### src/rtl/biriscv_alu_issue.sv
// Issue-side controller and result collector for the 2-stage pipelined ALU.
// Reserves a result slot per issued op, pairs results with rd and stalls dispatch on RAW hazards.
module biriscv_alu_issue #(
    parameter int DEPTH = 4
) (
    input  logic        clk_i,
    input  logic        rst_i,

    input  logic        issue_valid_i,
    output logic        issue_ready_o,
    input  logic [3:0]  issue_op_i,
    input  logic [31:0] issue_a_i,
    input  logic [31:0] issue_b_i,
    input  logic [4:0]  issue_rd_i,
    input  logic [4:0]  issue_rs1_i,
    input  logic [4:0]  issue_rs2_i,

    output logic        alu_valid_o,
    output logic [3:0]  alu_op_o,
    output logic [31:0] alu_a_o,
    output logic [31:0] alu_b_o,
    input  logic        alu_valid_i,
    input  logic [31:0] alu_p_i,

    output logic        wb_valid_o,
    input  logic        wb_ready_i,
    output logic [4:0]  wb_rd_o,
    output logic [31:0] wb_value_o,

    output logic        err_o
);
    localparam int PW = $clog2(DEPTH);
    localparam int CW = PW + 1;

    logic [4:0]    tag_mem_q [DEPTH];
    logic [31:0]   res_mem_q [DEPTH];
    logic [PW-1:0] tag_wr_q, tag_wr_d, tag_rd_q, tag_rd_d;
    logic [PW-1:0] res_wr_q, res_wr_d, res_rd_q, res_rd_d;
    logic [CW-1:0] tag_cnt_q, tag_cnt_d, res_cnt_q, res_cnt_d;
    logic [1:0]    drain_q, drain_d;
    logic          err_q, err_d;

    logic          drain;
    logic          hazard;
    logic          issue_fire;
    logic          wb_fire;
    logic          res_push;
    logic          res_orphan;
    logic [PW-1:0] slot_off [DEPTH];

    assign drain = (drain_q != 2'd0);

    // An entry is live when its distance from the read pointer is below the occupancy.
    always_comb begin
        hazard = 1'b0;
        for (int i = 0; i < DEPTH; i++) begin
            slot_off[i] = PW'(i) - tag_rd_q;
            if ({1'b0, slot_off[i]} < tag_cnt_q) begin
                if ((issue_rs1_i != 5'd0 && issue_rs1_i == tag_mem_q[i]) ||
                    (issue_rs2_i != 5'd0 && issue_rs2_i == tag_mem_q[i])) begin
                    hazard = 1'b1;
                end
            end
        end
    end

    assign issue_ready_o = ~rst_i & ~drain & ~hazard & (tag_cnt_q < CW'(DEPTH));
    assign issue_fire    = issue_valid_i & issue_ready_o;

    assign alu_valid_o = issue_fire;
    assign alu_op_o    = issue_op_i;
    assign alu_a_o     = issue_a_i;
    assign alu_b_o     = issue_b_i;

    assign wb_valid_o = (res_cnt_q != '0);
    assign wb_fire    = wb_valid_o & wb_ready_i;
    assign wb_rd_o    = tag_mem_q[tag_rd_q];
    assign wb_value_o = res_mem_q[res_rd_q];
    assign err_o      = err_q;

    // Results arriving while draining belong to ops issued before reset.
    assign res_push   = alu_valid_i & ~drain & (res_cnt_q != tag_cnt_q);
    assign res_orphan = alu_valid_i & ~drain & (res_cnt_q == tag_cnt_q);

    always_comb begin
        tag_wr_d  = tag_wr_q + PW'(issue_fire);
        tag_rd_d  = tag_rd_q + PW'(wb_fire);
        res_wr_d  = res_wr_q + PW'(res_push);
        res_rd_d  = res_rd_q + PW'(wb_fire);
        tag_cnt_d = tag_cnt_q + CW'(issue_fire) - CW'(wb_fire);
        res_cnt_d = res_cnt_q + CW'(res_push) - CW'(wb_fire);
        err_d     = err_q | res_orphan;
        drain_d   = drain ? (drain_q - 2'd1) : drain_q;
    end

    always_ff @(posedge clk_i) begin
        if (rst_i) begin
            tag_wr_q  <= '0;
            tag_rd_q  <= '0;
            res_wr_q  <= '0;
            res_rd_q  <= '0;
            tag_cnt_q <= '0;
            res_cnt_q <= '0;
            err_q     <= 1'b0;
            drain_q   <= 2'd2;
        end else begin
            tag_wr_q  <= tag_wr_d;
            tag_rd_q  <= tag_rd_d;
            res_wr_q  <= res_wr_d;
            res_rd_q  <= res_rd_d;
            tag_cnt_q <= tag_cnt_d;
            res_cnt_q <= res_cnt_d;
            err_q     <= err_d;
            drain_q   <= drain_d;
        end
    end

    always_ff @(posedge clk_i) begin
        if (issue_fire) begin
            tag_mem_q[tag_wr_q] <= issue_rd_i;
        end
        if (res_push && !rst_i) begin
            res_mem_q[res_wr_q] <= alu_p_i;
        end
    end

endmodule

### config.mk
export PLATFORM = sky130hd
export DESIGN_NAME = biriscv_alu_issue
export DESIGN_NICKNAME = d
export VERILOG_FILES = /design/src/rtl/biriscv_alu_issue.sv
export SDC_FILE = /design/constraint.sdc
export NUM_CORES = 1
export LEC_CHECK = 0
export BUFFER_PORTS_ARGS = -buffer_cell sky130_fd_sc_hd__buf_4
export CAP_MARGIN = 10
export CORE_MARGIN = 5
export CORE_UTILIZATION = 40
export CTS_CLUSTER_DIAMETER = 100
export DETAILED_ROUTE_END_ITERATION = 12
export PLACE_DENSITY = 0.65
export SYNTH_ARGS = -nofsm -noshare
export SYNTH_HDL_FRONTEND = slang
export SYNTH_SLANG_ARGS = --single-unit
### constraint.sdc
create_clock -name clk_i -period 5.25 [get_ports clk_i]
set_clock_uncertainty 0.15 [all_clocks]
set_input_delay 0.7875 -clock clk_i [delete_from_list [all_inputs] [get_ports clk_i]]
set_output_delay 0.7875 -clock clk_i [all_outputs]
set_load 0.01 [all_outputs]
=== Yosys cells after proc, flatten, opt, wreduce, memory -nomap -nowiden ===
Memory sizes are Yosys's and may differ from the RTL's. A register that Yosys moved wholly into a read port is not among the register bits.
Cells that the tools add are included.

* Flip-flop bits (word level): 17
* Latch bits: 0
* Bits in writable memories: 148
* ROM bits: 0
* Bits of input ports: 120
* Memories kept: 2

{| class="wikitable"
|+ Memory list
! name !! depth !! bits a word !! rd ports !! clocked after memory_dff !! wr ports !! line !! RTL
|-
| res_mem_q || 4 || 32 || 1 || 1 || 1 || 36 || <nowiki>logic [31:0] res_mem_q [DEPTH];</nowiki>
|-
| tag_mem_q || 4 || 5 || 5 || 1 || 1 || 35 || <nowiki>logic [4:0] tag_mem_q [DEPTH];</nowiki>
|}

* Add/subtract/negate cells: 13
* $mul: 0
* Divide/modulo/power cells: 0
* Order comparisons: 5
* Equality and inequality tests: 10
* Shifts and indexed selects: 0
* Multiplexer cells: 14
* Bitwise operators: 12
* Reduce and logical (&&, ||, !) cells: 18

{| class="wikitable"
|+ Operators by type and width
! operator !! number
|-
| 5-bit == test || 8
|-
| 2-bit by 3-bit < comparator with 1-bit output || 4
|-
| 1-bit 2-to-1 mux || 12
|-
| 5-bit nonzero test || 2
|-
| 1-bit logical AND || 9
|-
| 2-bit by 1-bit adder with 2-bit output || 4
|-
| 1-bit bitwise AND || 8
|-
| 3-bit by 1-bit adder with 3-bit output || 2
|-
| 3-bit by 1-bit subtractor with 3-bit output || 2
|-
| 1-bit logical OR || 4
|-
| 2-bit 2-to-1 mux || 2
|-
| 1-bit by 2-bit subtractor with 2-bit output (first input constant) || 2
|-
| 2-bit subtractor (first input constant) || 2
|-
| 3-bit == test || 1
|-
| 3-bit < comparator (second input constant) || 1
|-
| 3-bit != test || 1
|-
| 1-bit NOT || 3
|-
| 3-bit nonzero test || 1
|-
| 2-bit nonzero test || 1
|-
| 2-bit by 1-bit subtractor with 2-bit output (second input constant) || 1
|-
| 1-bit logical NOT || 1
|-
| 1-bit bitwise OR || 1
|}

=== Logic depth before layout (Yosys ltp) ===
* Depth after elaboration: 17
* Mapped depth: 13
* Mapped depth without buffers: 12

=== Worst setup path before layout ===
No wires, ideal clock.

* Path kind: input to register
* From: in rst_i
* To: mem res_mem_q[1][0] (enable)
* Arrival time: 4419 ps
* Required time: 4587 ps
* Path slack: 168 ps
* Cell stages on the path: 2
* Buffers on the path: 1
* Cell sequence: clkbuf_1 > nor4b_1

* Word-level cells in the longest chain between the ends: 4

{| class="wikitable"
|+ Ends and longest elaborated chain
! item !! line !! RTL
|-
| start, declared || 7 || <nowiki>input logic rst_i,</nowiki>
|-
| 1-bit logical NOT || 122 || <nowiki>if (res_push && !rst_i) begin</nowiki>
|-
| 1-bit logical AND || 122 ||
|-
| 1-bit 2-to-1 mux || 122 ||
|-
| 1-bit 2-to-1 mux (implied by the code) || 123 || <nowiki>res_mem_q[res_wr_q] <= alu_p_i;</nowiki>
|-
| end, declared || 36 ||
|}

No other way between the ends.

=== Final worst setup path ===
* From: in issue_rs1_i[1]
* To: out alu_valid_o

* Word-level cells in the longest chain between the ends: 15
* Elaborated cells on any way between the ends: 25
* Those cells by class: eq/ne (4); mux (8); bitwise (4); reduce/logical (9)

{| class="wikitable"
|+ Ends and longest elaborated chain
! item !! line !! RTL
|-
| start, declared || 15 || <nowiki>input logic [4:0] issue_rs1_i,</nowiki>
|-
| 5-bit == test or 5-bit nonzero test (tied branches) || 59 || <nowiki>if ((issue_rs1_i != 5'd0 && issue_rs1_i == tag_mem_q[i]) ||</nowiki>
|-
| 1-bit logical AND || 59 ||
|-
| 1-bit logical OR || 59 ||
|-
| 1-bit 2-to-1 mux || 59 ||
|-
| 1-bit 2-to-1 mux || 58 || <nowiki>if ({1'b0, slot_off[i]} < tag_cnt_q) begin</nowiki>
|-
| 1-bit 2-to-1 mux || 59 ||
|-
| 1-bit 2-to-1 mux || 58 ||
|-
| 1-bit 2-to-1 mux || 59 ||
|-
| 1-bit 2-to-1 mux || 58 ||
|-
| 1-bit 2-to-1 mux || 59 ||
|-
| 1-bit 2-to-1 mux * || 58 ||
|-
| 1-bit NOT * || 67 || <nowiki>assign issue_ready_o = ~rst_i & ~drain & ~hazard & (tag_cnt_q < CW'(DEPTH));</nowiki>
|-
| 1-bit bitwise AND * (2 in a row) || 67 ||
|-
| 1-bit bitwise AND * || 68 || <nowiki>assign issue_fire = issue_valid_i & issue_ready_o;</nowiki>
|-
| end, declared || 18 || <nowiki>output logic alu_valid_o,</nowiki>
|}

Every way passes the cells marked *; elsewhere a longest branch is shown, timed or not.

==> metrics.log <==
INFO  metric run_status = finished clean
INFO  metric crit_path_start_kind = input port
INFO  metric total_switching_power = about 0.96 mW
INFO  metric syn-instance-count = roughly 440
INFO  metric drt_iter0_drc = 184
INFO  metric maximum_clock_insertion_buffer_count = 2
INFO  metric clk_pin_slew = 0.06 ns
INFO  metric numClockSinks = about 170
INFO  metric cts.repair_timing.setup_buffer_count = 0
INFO  metric cts-root-buf = sky130_fd_sc_hd__clkbuf_16
INFO  metric tritoncts = done
INFO  metric drive_above_1_share = between 30% and 40%
INFO  metric antennaDiodeCount = 0
INFO  metric maxSlewHeadroom = between 20% and 30%
INFO  metric synth.most_common_cell = sky130_fd_sc_hd__edfxtp_1
INFO  metric synth_seq_cells = roughly 170
INFO  metric insertion_delay = slightly above 0.4 ns
INFO  metric grt_pass1_wl = approximately 22 mm
INFO  metric synth.lib_cells_used.distinct = 36
INFO  metric cp_data_arrival_time = 2.63 ns
INFO  metric worstSetupEndpointType = output port
INFO  metric finish.instance_area = roughly 0.0084 mm²
INFO  metric clock_tree.htree_level_count = 4
INFO  metric pre_cts_slack = 1.664 ns
INFO  metric worst_ep_required_time = roughly 4.3 ns
INFO  metric async_flop_share = 0%
INFO  metric min-delay-path-class = reg2reg
INFO  metric p_leak = between 2 and 3 nW
INFO  metric area_growth = 13.32%
INFO  metric worstMarginPinSlew = between 1 and 1.5 ns
INFO  metric slowest_stage_delay_on_critical_path = roughly 0.55 ns
INFO  metric cts_inserted_buffers = 17
INFO  metric critical-path-top-delay-family = simple AND/OR/NAND/NOR gates
INFO  metric fp.dieH = 146.2 µm
INFO  metric yosys.area.top_type_share = between 50 and 60%
INFO  metric grt_start_max_net_pins = 34
INFO  metric design.final.nets = about 600
INFO  metric power.share.switching = a little over a quarter
INFO  metric floorplan.initialDensity = about two fifths
INFO  metric fill_cells = about 1500
INFO  metric post_cts.resized_instances = 0
INFO  metric path_cells = buf_4 -> or4_4 -> nor2_4 -> nor3_1 -> a21oi_2 -> o311ai_4 -> nor3_1 -> buf_4
INFO  metric synth_sequential_area_ratio = 64.49%
INFO  metric power_density = about 430 mW/mm²
INFO  metric core_area = roughly 0.018 mm²
INFO  metric synth-main-ff-cell = sky130_fd_sc_hd__edfxtp_1
INFO  metric ant_nets = 0
INFO  metric routed_via_density = roughly 5.1
INFO  metric final_min_period_over_clock_period = between 60% and 70%
INFO  metric die-area = 0.02137 mm²
INFO  metric power.share.sequential = between 40 and 50%
INFO  metric fp-row-count = 49
INFO  metric grt-ovfl-total = 0
INFO  metric synth_enable_flop_cells = 148
INFO  metric fmax = around 280 MHz
INFO  metric power.clock.fraction = about 34%
INFO  metric detailed_place_hpwl = a little under 10 mm
INFO  metric crit_type = in2out
INFO  metric setup_ws = between 1.5 and 2 ns
INFO  metric track_usage = between 10% and 20%
INFO  metric worst_hold_slack = between 0.3 and 0.4 ns
INFO  metric critPathMaxFanout = 6
INFO  metric postPlaceCellArea = around 0.0078 mm²
INFO  metric worst_supply_voltage_drop_on_vdd = around 240 µV
INFO  metric drc_markers = 0
INFO  metric total_instance_count_after_detailed_placement = 678
INFO  metric maxCapViolCount = 0
INFO  metric synth_top_cells_by_count = sky130_fd_sc_hd__edfxtp_1, sky130_fd_sc_hd__buf_4, sky130_fd_sc_hd__mux4_2, sky130_fd_sc_hd__xnor2_1, sky130_fd_sc_hd__xor2_1
INFO  metric combPwrFrac = 21.7%
INFO  metric yosys.area.top_type = sky130_fd_sc_hd__edfxtp_1
INFO  metric post_synth_design_cell_area = 0.007420 mm²
INFO  metric port_buffers = 92
INFO  metric yosysWarningCount = 0
INFO  metric route.vias.total = 3642
INFO  metric synth_fp_nets = about 580
INFO  metric fin_setup_tns = 0 ns
INFO  metric gp_routability_congestion = about 0.89
INFO  metric drv_slew = 0
INFO  metric routed_wl = 14.17 mm
INFO  metric post_layout_nonfiller_instances = 710
INFO  metric worst-path-buf-inv = 2
INFO  metric utilization = 46.49%
INFO  metric via_count_of_the_first_global_routing_pass = roughly 3900
INFO  metric avgSynthCellArea = 16.71 µm²
INFO  metric worst_path_max_delay_cell = sky130_fd_sc_hd__or4_4
INFO  metric fin_crit = around 3.6 ns
INFO  metric chipWidth = about 150 µm
INFO  metric hold_buffers = 0
INFO  metric drtPass1Iterations = 4
INFO  metric boundaryPins = 229
INFO  metric unrepaired_setup_endpoints_after_global_routing = no
INFO  metric timing.final.hold_violations = 0
INFO  metric design_power_total = around 3.6 mW
INFO  metric synth_top_cells_by_area = sky130_fd_sc_hd__edfxtp_1, sky130_fd_sc_hd__mux4_2, sky130_fd_sc_hd__buf_4, sky130_fd_sc_hd__dfxtp_1, sky130_fd_sc_hd__xnor2_1
INFO  metric detail_route.wl_per_cell = 19.96 µm
INFO  metric setup_violations = 0
INFO  metric antenna_found_initial = 0
INFO  metric internal-power = approximately 2.7 mW
tightest hold or removal path, stage by stage (launching register included):
cell,delay [ns]
sky130_fd_sc_hd__dfxtp_1,0.34
sky130_fd_sc_hd__a31oi_1,0.05
sky130_fd_sc_hd__nor2_1,0.07
layout by cell type, fill, tap and decap left out, drive strengths merged, types with 13 or more instances in the layout:
cell,n
nor2,16
ha,13
clkbuf,17
inv,18
xnor2,27
mux4,37
dfxtp,17
buf,95
edfxtp,148
xor2,26
metal layers:
metal / vias up / share of wire, % / global-route usage, %
met5: - / 0 / 0
met4: 0 / 4.6 / 8.231
met3: 66 / 6.8 / 3.998
met2: 126 / 52 / 22.27
met1: 1821 / 37 / 14.90
li1: 1629 / - / -
final cells by class:
cell class / count / area (µm²) / share of cell area [%]
Timing Repair Buffer: 95 / 713.2 / 8.482
Multi-Input combinational cell: 177 / 1977 / 23.51
Inverter: 12 / 45.04 / 0.5357
Sequential cell: 165 / 4787 / 56.93
Clock inverter: 15 / 173.9 / 2.068
Clock buffer: 17 / 425.4 / 5.060
Tap cell: 229 / 286.5 / 3.408
sequential cells by signal, summed over array words and instances (netlist names):
signal and cells:
res_cnt_q 3, tag_wr_q 2, err_o 1, res_rd_q 2, drain_q 2, res_mem_q 128
tag_mem_q 20, res_wr_q 2, tag_rd_q 2, tag_cnt_q 3
power by group through the flow:
stage | combinational (mW) | clock (mW) | sequential [mW]
floorplan | 0.611 | 0 | 1.55
global placement | 0.788 | 0 | 1.62
detailed placement | 0.802 | 0 | 1.63
CTS | 0.806 | 1.26 | 1.60
global route | 0.866 | 1.32 | 1.61
finish | 0.785 | 1.24 | 1.59
final timing paths:
kind	start	endpoint	slack [ns]	cells after the start
max	issue_rs1_i[1]	alu_valid_o	1.68	8
min	err_o	err_o	0.34	2
max reg2reg	tag_rd_q[0]	tag_cnt_q[2]	2.23	12
min reg2reg	err_o	err_o	0.34	2
kinds of logic (layout without fill, tap and decap cells):
kind of cell	Yosys count	after routing	share of synthesized area, %
DFF	165	165	64.49
buffers and inverters	102	139	9.157
xor gates and xnor gates	53	53	6.256
adders and majority gates	15	15	2.732
AOI/OAI and AO/OA	10	10	1.130
and+or+nand+nor	61	61	4.874
muxes	38	38	11.37
(Power assumes the default switching activity.)
